===== src/rtl/psw_pkg.sv =====
// Shared definitions for the PSW add unit: 8051-style flag layout and the software write mask.
package psw_pkg;

    localparam int unsigned PSW_W   = 8;
    localparam int unsigned PSW_CY  = 7;
    localparam int unsigned PSW_AC  = 6;
    localparam int unsigned PSW_F0  = 5;
    localparam int unsigned PSW_RS1 = 4;
    localparam int unsigned PSW_RS0 = 3;
    localparam int unsigned PSW_OV  = 2;
    localparam int unsigned PSW_F1  = 1;
    localparam int unsigned PSW_P   = 0;

    // P is derived from the accumulator and never written by software
    localparam logic [PSW_W-1:0] PSW_WR_MASK = 8'hFE;

    typedef struct packed {
        logic cy;
        logic ac;
        logic f0;
        logic rs1;
        logic rs0;
        logic ov;
        logic f1;
        logic p;
    } psw_t;

endpackage


===== src/rtl/psw_add_unit_flag_calc.sv =====
// Combinational 8-bit adder with carry-in producing the sum and the CY/AC/OV/P flags.
module psw_flag_calc (
    input  logic [7:0] acc,
    input  logic [7:0] operand,
    input  logic       cin,
    output logic [7:0] sum,
    output logic       cy,
    output logic       ac,
    output logic       ov,
    output logic       p
);

    logic [8:0] sum9;
    logic [4:0] low_nib;
    logic [7:0] low7;

    always_comb begin
        sum9    = 9'(acc) + 9'(operand) + 9'(cin);
        low_nib = 5'(acc[3:0]) + 5'(operand[3:0]) + 5'(cin);
        low7    = 8'(acc[6:0]) + 8'(operand[6:0]) + 8'(cin);
        sum     = sum9[7:0];
        cy      = sum9[8];
        ac      = low_nib[4];
        // carry into bit 7 versus carry out of bit 7
        ov      = low7[7] ^ sum9[8];
        p       = ^sum9[7:0];
    end

endmodule


===== src/rtl/psw_add_unit.sv =====
// ADD/ADDC datapath owning the registered PSW, result and completed-op counter.
// Optional build macro PSW_STICKY_OV_EN turns F1 into a sticky overflow flag.
module psw_add_unit
    import psw_pkg::*;
#(
    parameter logic [7:0]  PSW_RST  = 8'h00,
    parameter int unsigned OP_CNT_W = 16
) (
    input  logic                clk,
    input  logic                rst_n,
    input  logic [7:0]          acc,
    input  logic [7:0]          operand,
    input  logic                add_op,
    input  logic                addc_op,
    input  logic                psw_we,
    input  logic [7:0]          psw_wdata,
    output logic [7:0]          psw,
    output logic [7:0]          result,
    output logic                result_vld,
    output logic [OP_CNT_W-1:0] op_cnt
);

    psw_t       psw_q;
    psw_t       psw_d;
    logic [7:0] psw_raw;
    logic       cin_c;
    logic [7:0] sum_c;
    logic       cy_c;
    logic       ac_c;
    logic       ov_c;
    logic       p_c;

    assign psw_raw = psw_q;
    assign psw     = psw_raw;
    // carry-in always comes from the registered CY, never from psw_wdata
    assign cin_c   = addc_op & psw_q.cy;

    psw_flag_calc u_flag_calc (
        .acc     (acc),
        .operand (operand),
        .cin     (cin_c),
        .sum     (sum_c),
        .cy      (cy_c),
        .ac      (ac_c),
        .ov      (ov_c),
        .p       (p_c)
    );

    // Software write merges first; arithmetic flags from an add take precedence
    always_comb begin
        psw_d = psw_q;
        if (psw_we) begin
            psw_d = psw_t'((psw_wdata & PSW_WR_MASK) | (psw_raw & ~PSW_WR_MASK));
        end
        if (add_op) begin
            psw_d.cy = cy_c;
            psw_d.ac = ac_c;
            psw_d.ov = ov_c;
            psw_d.p  = p_c;
        end
`ifdef PSW_STICKY_OV_EN
        if (add_op && ov_c) begin
            psw_d.f1 = 1'b1;
        end
`endif
    end

    always_ff @(posedge clk or negedge rst_n) begin
        if (!rst_n) begin
            psw_q      <= psw_t'({PSW_RST[7:1], 1'b0});
            result     <= 8'h00;
            result_vld <= 1'b0;
            op_cnt     <= '0;
        end else begin
            psw_q      <= psw_d;
            result_vld <= add_op;
            if (add_op) begin
                result <= sum_c;
                op_cnt <= op_cnt + OP_CNT_W'(1);
            end
        end
    end

endmodule


===== config.mk =====
export PLATFORM = sky130hd
export DESIGN_NAME = psw_add_unit
export DESIGN_NICKNAME = d
export VERILOG_FILES = /design/src/rtl/psw_pkg.sv /design/src/rtl/psw_add_unit_flag_calc.sv /design/src/rtl/psw_add_unit.sv
export SDC_FILE = /design/constraint.sdc
export NUM_CORES = 1
export LEC_CHECK = 0
export BUFFER_PORTS_ARGS = -buffer_cell sky130_fd_sc_hd__buf_2
export CORE_ASPECT_RATIO = 1.5
export CORE_UTILIZATION = 40
export DETAILED_ROUTE_END_ITERATION = 8
export PLACE_DENSITY = 0.76
export SLEW_MARGIN = 10
export SYNTH_ARGS = -nofsm -noshare
export SYNTH_HDL_FRONTEND = slang
export SYNTH_SLANG_ARGS = --single-unit

===== constraint.sdc =====
create_clock -name clk -period 3.2 [get_ports clk]
set_input_delay 0.64 -clock clk [delete_from_list [all_inputs] [get_ports clk]]
set_output_delay 0.64 -clock clk [all_outputs]
set_load 0.03 [all_outputs]

==> results of run 1 <==
[cell usage in the layout, fill, tap and decap left out, drive strengths merged]
cell,Yosys,routed
nor2b,3,3
nand3,7,7
o21ba,1,1
xnor2,23,23
dfrtp,33,33
o21bai,2,2
mux2,13,13
and4,2,2
buf,2,61
ha,8,8
fa,2,2
and3,4,4
clkbuf,1,7
mux2i,1,1
inv,2,2
xnor3,1,1
xor2,4,4
o21a,1,1
nand4,2,2
a21oi,11,11
o2bb2ai,1,1
clkinv,0,1
nor2,3,3
and2,1,1
o21ai,1,1
a21o,2,2
a211oi,3,3
nand2,5,5
[power groups by stage]
| stage | Clock (mW) | Combinational, mW | Sequential (mW) |
|---|---|---|---|
| floorplan | 0 | 0.252 | 0.739 |
| global placement | 0 | 0.566 | 0.582 |
| detailed placement | 0 | 0.575 | 0.582 |
| CTS | 0.351 | 0.576 | 0.575 |
| global route | 0.368 | 0.615 | 0.587 |
| finish | 0.335 | 0.568 | 0.572 |
[worst reg2reg max path, cell delays in order, from the launching register on]
cell and delay (ns):
dfrtp_1 0.42, and2_1 0.17, fa_1 0.41, fa_1 0.42
a21oi_1 0.24, o21a_2 0.17, xnor2_1 0.16, xnor3_1 0.45
xnor2_1 0.13, mux2_4 0.25
[cell type report]
cell class,instances,area share
multi-input cells,101,0.396
flip-flops and latches,33,0.384
repair buffers,61,0.143
clock buffers,7,0.0448
well taps,45,0.0262
inverters,2,0.00349
clock inverters,1,0.00233
[through the flow]
step                utilization  hold WS (ns)  worst slack (ns)  power [mW]  std cells
detailed placement        0.513         0.465           -0.0586        1.16        242
finish                    0.539         0.413             0.248        1.48        250
CTS                       0.539         0.437             0.238        1.50        250
floorplan                     -         0.344             0.211       0.991        139
global placement          0.513         0.459           -0.0328        1.15        242
global route              0.539         0.487             0.149        1.57        250
[cells by family (layout without fill, tap and decap cells)]
family / after synthesis / count (layout)
flops: 33 / 33
xor+xnor: 28 / 28
simple gates: 27 / 27
compound gates: 22 / 22
mux: 14 / 14
fa+ha+maj: 10 / 10
buf+inv: 5 / 71
[routing by layer]
metal	GRT usage	vias to the layer above	part of all wire
met5	0	-	0
met4	0.0600	0	0.015
met3	0.0556	5	0.069
met2	0.275	45	0.52
met1	0.161	618	0.40
li1	-	623	-
[state kept, by name, indices dropped and copies added, names as in the netlist]
| name | count |
|---|---|
| op_cnt | 16 |
| psw | 8 |
| result | 8 |
| result_vld | 1 |
[final timing paths]
| path | depth (start not counted) | slack [ns] | endpoint |
|---|---|---|---|
| hold reg to reg | 1 | 0.47 | op_cnt[15] |
| hold / removal | 1 | 0.41 | op_cnt[5] |
| setup reg to reg | 9 | 0.27 | psw[0] |
| setup / recovery | 10 | 0.25 | psw[0] |
| max in group asynchronous | 1 | 2.32 | op_cnt[15] |
| min in group clk | 1 | 0.47 | op_cnt[15] |
==> reports/metrics.yaml, run 1 <==
critical_path:
  r2r-start: "psw[7]"
  cp_top_family: "adder cells"
  critical_path.max_stage_delay_ns: 0.45
  arrival_ns: 3.12
  slowest_stage: "xnor3_1"
  crit_required_ns: 3.36
  setup.worst_path.end_class: "flip-flop"
  path_cells: "buf_2 > and2_1 > fa_1 > fa_1 > a21oi_1 > o21a_2 > xnor2_1 > xnor3_1 > xnor2_1 > mux2_4"
  worstPathMaxFanout: 2
  cp-startpoint: "addc_op"
  start_kind: "input pin"
  worstSetupPathType: "in -> reg"
  path_buf_inv: 1
synth:
  synth_edf_count: 0
  seq_area_frac_synth: 0.487
  synthCells: 139
  syn_avg_cell_area_um2: 12.2
  ys_warn_count: 0
  ys.flop_type: "dfrtp_1"
  synth.distinct_cells: 29
  netlist_top_cells_count: "dfrtp_1 (33), xnor2_1 (23), mux2_2 (12), a21oi_1 (9), ha_1 (8)"
  synth-simple-area-share: 0.0855
  synthTopCellsByArea: "dfrtp_1 (49%), xnor2_1 (12%), mux2_2 (8.0%), ha_1 (5.9%), a21oi_1 (2.7%)"
  synth_top_cell_by_area: "dfrtp_1"
  syn_area_um2: 1700
  synthesis.nets: 178
  synth_top_family_by_area: "XOR/XNOR gates"
  synth_top_area_frac: 0.487
  synth.most_common_cell: "dfrtp_1"
  synth-seq-cells: 33
  synth_compound_area_frac: 0.0870
  synthAdderAreaFrac: 0.0826
  synth_xor_area_frac: 0.153
  synth_mux_area_frac: 0.0944
  ys_async_sr_fraction: 1.00
timing:
  fin_skew_ns: 0.00229
  hold_violations: 0
  rsz0062_at_grt: "false"
  fin_crit_ns: 2.95
  period_share: 0.923
  clock.fmax_mhz: 339
  tightest_slew_ns: 0.720
  setup_viol: 0
  finalMaxSlewViolations: 0
  slew_headroom: 0.520
  fin_tns_setup_ns: 0
power_and_ir_drop:
  power_frac_seq: 0.388
  power_frac_clock: 0.227
  intPower_mw: 0.936
  ir_worst_vdd_mv: 0.494
  comb_power_share: 0.385
  switchingPower_mw: 0.539
  sw_frac_of_total: 0.366
  leakage_nw: 1.07
  power.density_nw_per_um2: 686
finish:
  drive_gt1_frac: 0.420
  fillers: 363
  area_growth_pct: 26.8
  final_area_um2: 2150
  register_area_um2: 826
  multi_input_area_um2: 852
  n_antenna_cell: 0
  nNetsFinal: 243
clock_tree:
  cts-root-buf: "clkbuf_8"
  cts_buffers: 5
  clock_sinks: 33
  cts_setup_buffers: 0
  clock_latency_ns: 0.28
  postCtsHoldBufs: 0
  clkTransAtPathRegs_ns: 0.06
  h-tree-depth: 2
  cts_buffer_depth: 2
  cts_tree: "done"
  postCtsResizedCells: 0
global_routing:
  antenna_found_initial: 0
  overflow: 0
  grt.total_usage: 0.156
  grt_pass1_wl_mm: 4.98
  first_global_vias: 1184
  grt_max_degree: 34
placed_design:
  port_buffers: 60
  gp_congestion: 0.719
  hpwl_mm: 2.47
  dpl_cell_area_um2: 2050
floorplan:
  die_y_um: 81.8
  num_rows: 28
  die_w_um: 55.2
  core_um2: 3990
  initial_core_util: 0.425
  io_pins: 62
  dieArea_um2: 4510
detailed_routing:
  ant_nets: 0
  first_iter_violations: 9
  drc: 0
  firstDrtPassIters: 2
  routed_wl_mm: 3.16
  num_vias: 1291
  wl_per_cell_um: 12.6
  viasPerCell: 5.16
run:
  drv_cap: 0
outcome:
  outcome: "finished, final reports clean"
worst_hold_path:
  hold_class: "in -> async"
Power figures use the tool's default switching activity.
==> run 2: changes to the inputs <==
- ABC_AREA: not set -> 1
- PLACE_DENSITY: 0.76 -> 0.74
==> reports/metrics.yaml, run 2 <==
run:
  drv_cap: 0
timing:
  period_share: 0.776
  clock.fmax_mhz: 403
  fin_crit_ns: 2.48
  finalMaxSlewViolations: 0
  rsz0062_at_grt: "false"
  fin_tns_setup_ns: 0
  slew_headroom: 0.524
  fin_skew_ns: 0.00885
  hold_violations: 0
  tightest_slew_ns: 0.714
  fin_ws_ns: 0.716
  setup_viol: 0
global_routing:
  grt_max_degree: 34
  first_global_vias: 1697
  grt.total_usage: 0.176
  overflow: 0
  grt_pass1_wl_mm: 6.93
  antenna_found_initial: 0
clock_tree:
  cts_setup_buffers: 0
  postCtsResizedCells: 0
  clock_sinks: 33
  cts_tree: "done"
  clock_latency_ns: 0.28
  cts_buffer_depth: 2
  cts-root-buf: "clkbuf_8"
  h-tree-depth: 2
  cts_buffers: 5
  clkTransAtPathRegs_ns: 0.07
  postCtsHoldBufs: 0
synth:
  netlist_top_cells_count: "nand2_1 (68), dfrtp_1 (33), nand3_1 (27), inv_1 (18), xor2_1 (13)"
  synthTopCellsByArea: "dfrtp_1 (43%), nand2_1 (13%), nand3_1 (7.0%), xor2_1 (5.9%), ha_1 (5.2%)"
  syn_area_um2: 1930
  seq_area_frac_synth: 0.429
  synth.most_common_cell: "nand2_1"
  synth_top_cell_by_area: "dfrtp_1"
  synthesis.nets: 264
  ys_async_sr_fraction: 1.00
  syn_avg_cell_area_um2: 8.56
  synth.distinct_cells: 33
  ys_warn_count: 0
  synth_edf_count: 0
  synth_top_area_frac: 0.429
  synth-seq-cells: 33
  ys.flop_type: "dfrtp_1"
  synthCells: 225
finish:
  largest-register: "op_cnt"
  n_antenna_cell: 0
  final_cell_mix: "nand2_1 (68), buf_2 (60), dfrtp_1 (33)"
  fin_cells: 354
  area_growth_pct: 23.8
  largest_reg_flops: 16
  nNetsFinal: 328
  drive_gt1_frac: 0.300
  final_area_um2: 2390
  final_common_cell: "nand2_1"
  fillers: 457
critical_path:
  worstPathMaxFanout: 3
  setup.worst_path.end_class: "flip-flop"
  crit_required_ns: 3.36
  worstSetupPathType: "in -> reg"
  cp-startpoint: "addc_op"
  worstReg2RegEnd: "psw[2]"
  r2r_slack_ns: 0.74
  start_kind: "input pin"
  rr_worst_depth: 14
  arrival_ns: 2.64
  r2r-start: "psw[7]"
power_and_ir_drop:
  ir_worst_vdd_mv: 0.194
  finalPower_mw: 1.45
  leakage_nw: 1.34
  power.density_nw_per_um2: 607
floorplan:
  die_w_um: 58.7
  initial_core_util: 0.421
  die_y_um: 87.0
  dieArea_um2: 5100
  num_rows: 30
  io_pins: 62
  core_um2: 4580
detailed_routing:
  firstDrtPassIters: 4
  first_iter_violations: 43
  wl_per_cell_um: 11.4
  drc: 0
  routed_wl_mm: 4.05
  ant_nets: 0
  num_vias: 1658
  viasPerCell: 4.68
placed_design:
  port_buffers: 60
  post-place-ws_ns: 0.404
  dp.cells: 346
  hpwl_mm: 3.25
  gp_congestion: 0.873
  dpl_cell_area_um2: 2280
outcome:
  outcome: "finished, final reports clean"
worst_hold_path:
  hold_class: "in -> async"
run 2: cell count changes after synthesis, moves of 3 or more:
cell	change
a21oi_1	-7
a211oi_1	-3
inv_1	+16
nor2_1	+5
nand2_2	+7
o21ai_0	+3
nor2b_1	-3
and3_1	-4
nand3_1	+20
nand2_1	+63
xnor2_1	-16
mux2_2	-8
xor2_1	+9
run 2: stage by stage:
step | util | hold WS [ns]
2_1_floorplan | - | 0.344
3_5_place_dp | 0.499 | 0.453
4_1_cts | 0.521 | 0.432
3_3_place_gp | 0.499 | 0.455
5_1_grt | 0.521 | 0.462
6_report | 0.521 | 0.413
run 2: per-layer routing:
layer / GRT usage / routed length [um] / vias up
li1: - / - / 849
met1: 0.181 / 1640 / 741
met2: 0.329 / 2110 / 58
met3: 0.0371 / 216 / 10
met4: 0.0823 / 85 / 0
met5: 0 / 0 / -
run 2: where the power goes:
part | leakage (nW) | switching [mW] | internal (mW)
Combinational | 0.867 | 0.360 | 0.185
Clock | 0.0542 | 0.142 | 0.194
Sequential | 0.415 | 0.0736 | 0.495
Total | 1.34 | 0.575 | 0.874
run 2: area by class of cell:
cell class                 instances  area [um^2]  share of cell area
clock inverter                     1         5.00             0.00210
clock buffer                       7         96.3              0.0404
tap                               64         80.1              0.0336
sequential                        33          826               0.346
multi-input combinational        168          996               0.417
inverter                          20         75.1              0.0315
timing repair buffer              61          308               0.129
run 2: kinds of logic (layout without fill, tap and decap cells):
| logic type | count (synthesis) | in the layout | share of synthesized area |
|---|---|---|---|
| xor gates and xnor gates | 20 | 20 | 0.0909 |
| muxes | 4 | 4 | 0.0234 |
| and+or+nand+nor | 124 | 124 | 0.294 |
| adders and majority gates | 10 | 10 | 0.0727 |
| AOI/OAI and AO/OA | 10 | 10 | 0.0357 |
| DFF | 33 | 33 | 0.429 |
| buffers and inverters | 24 | 89 | 0.0545 |
run 2: how the worst max path moves through the flow:
stage,cells past startpoint,to
floorplan,10,psw[0]
global placement,15,psw[2]
detailed placement,15,psw[2]
CTS,15,psw[2]
global route,14,psw[2]
finish,15,psw[2]
run 2: worst max-delay path, stage by stage:
cell and delay [ns]:
buf_2 0.09, nand2_1 0.05, inv_1 0.06, fa_1 0.43, fa_1 0.45, nand2_1 0.09, nand2_1 0.06, nand3b_1 0.15
nand2_2 0.08, nand2_2 0.08, nand2_1 0.06, a21oi_2 0.17, nand3_1 0.08, nand3_1 0.09, nand3_1 0.07
==> run 3: changes to the inputs <==
- clock period: 3.2 -> 2.4 ns (I/O delays scaled with it)
==> reports/metrics.yaml, run 3 (synthesized netlist as in run 2, its figures left out) <==
critical_path:
  worstSetupPathType: "reg -> reg"
  cp_top_family: "adder cells"
  crit_required_ns: 2.58
  arrival_ns: 2.46
  setup.worst_path.end_class: "flip-flop"
  critical_path.max_stage_delay_ns: 0.55
  start_kind: "flip-flop"
  worstPathMaxFanout: 2
  slowest_stage: "fa_2"
  path_buf_inv: 1
  path_cells: "nand2_2 > inv_2 > fa_2 > fa_2 > xor2_1 > xnor2_1 > xor2_1 > nand3_1 > nand3_1 > nand2_1"
detailed_routing:
  firstDrtPassIters: 4
  wl_per_cell_um: 11.0
  ant_nets: 0
  routed_wl_mm: 4.00
  viasPerCell: 4.75
  first_iter_violations: 80
  drc: 0
  num_vias: 1723
timing:
  setup_viol: 0
  fin_skew_ns: 0.00787
  slew_headroom: 0.541
  hold_violations: 0
  finalMaxSlewViolations: 0
  rsz0062_at_grt: "true"
  period_share: 0.952
  clock.fmax_mhz: 438
  tightest_slew_ns: 0.688
  fin_crit_ns: 2.29
  fin_ws_ns: 0.114
clock_tree:
  clock_latency_ns: 0.28
  h-tree-depth: 2
  cts_buffer_depth: 2
  clkTransAtPathRegs_ns: 0.07
  postCtsHoldBufs: 0
  cts_buffers: 5
  cts-root-buf: "clkbuf_8"
  clock_sinks: 33
  cts_tree: "done"
global_routing:
  antenna_found_initial: 0
  grt_max_degree: 34
  overflow: 0
  grt_pass1_wl_mm: 6.89
  first_global_vias: 1746
  grt.total_usage: 0.174
power_and_ir_drop:
  finalPower_mw: 2.05
  leakage_nw: 1.39
  power_frac_clock: 0.260
  power_frac_seq: 0.370
  ir_worst_vdd_mv: 0.265
  comb_power_share: 0.370
  switchingPower_mw: 0.777
  intPower_mw: 1.27
  sw_frac_of_total: 0.379
  power.density_nw_per_um2: 820
finish:
  final_common_cell: "nand2_1"
  nNetsFinal: 337
  largest_reg_flops: 16
  final_cell_mix: "nand2_1 (66), buf_2 (60), dfrtp_1 (33)"
  largest-register: "op_cnt"
  n_antenna_cell: 0
  fillers: 459
  area_growth_pct: 29.5
  drive_gt1_frac: 0.341
placed_design:
  hpwl_mm: 3.15
  port_buffers: 60
  gp_congestion: 0.921
  post-place-ws_ns: -0.190
run:
  drv_cap: 0
floorplan:
  core_um2: 4580
  initial_core_util: 0.421
  die_y_um: 87.0
  num_rows: 30
  dieArea_um2: 5100
  die_w_um: 58.7
  io_pins: 62
worst_hold_path:
  hold_class: "in -> async"
outcome:
  outcome: "finished, final reports clean"
==> run 3: cell count changes in the layout (fill, tap and decap cells not counted), sizes merged <==
cell / change
clkinv: -1
buf: +9
bufinv: +1
==> run 3: through the flow <==
stage               cells  setup TNS [ns]  hold slack (ns)  utilization  instance area (um^2)
floorplan             225               0            0.184            -                  1930
global placement      354          -0.414            0.455        0.512                  2340
detailed placement    354          -0.539            0.460        0.512                  2340
CTS                   362               0            0.263        0.539                  2470
global route          363         -0.0697            0.289        0.545                  2500
finish                363               0            0.237        0.545                  2500
==> run 3: path summary, 6_finish.rpt <==
| path | slack, ns | end | cells past startpoint | startpoint |
|---|---|---|---|---|
| worst max-delay path | 0.11 | psw[0] | 10 | psw[7] |
| worst min-delay path | 0.24 | op_cnt[12] | 1 | rst_n |
| worst max register to register | 0.11 | psw[0] | 10 | psw[7] |
| worst min register to register | 0.47 | result[0] | 2 | result[0] |
| max in group asynchronous | 1.72 | psw[4] | 1 | rst_n |
| min in group clk | 0.43 | psw[3] | 2 | psw_wdata[3] |
==> run 3: worst reg2reg max path: stages (launching register included) <==
cell     delay [ns]
dfrtp_1        0.41
nand2_2        0.08
inv_2          0.04
fa_2           0.35
fa_2           0.55
xor2_1         0.17
xnor2_1        0.15
xor2_1         0.20
nand3_1        0.10
nand3_1        0.08
nand2_1        0.05
==> run 3: power by group through the flow <==
stage | combinational (mW) | clock [mW] | sequential [mW]
final | 0.757 | 0.533 | 0.757
after global routing | 0.845 | 0.565 | 0.773
after CTS | 0.756 | 0.545 | 0.758
after detailed placement | 0.752 | 0 | 0.766
after global placement | 0.739 | 0 | 0.765
after floorplan | 0.325 | 0 | 0.957
==> run 3: what timing repair did <==
| item | in CTS | in global routing |
|---|---|---|
| pin swaps | 0 | 1 |
| resized for setup | 2 | 6 |
| setup buffers | 0 | 1 |
| setup endpoints to repair | 2 | 3 |
==> run 3: area by class of cell <==
| class | count | area (um^2) | area share |
|---|---|---|---|
| timing repair buffer | 70 | 375 | 0.150 |
| clock inverter | 1 | 30.0 | 0.0120 |
| sequential | 33 | 826 | 0.331 |
| multi-input combinational | 168 | 1020 | 0.410 |
| tap | 64 | 80.1 | 0.0321 |
| inverter | 20 | 75.1 | 0.0301 |
| clock buffer | 7 | 86.3 | 0.0346 |
==> run 3: per-layer routing <==
layer / share of wire / wire length (um) / GRT usage
met1: 0.41 / 1640 / 0.183
met4: 0.018 / 72 / 0.0887
met2: 0.52 / 2090 / 0.319
met5: 0 / 0 / 0
met3: 0.049 / 196 / 0.0342
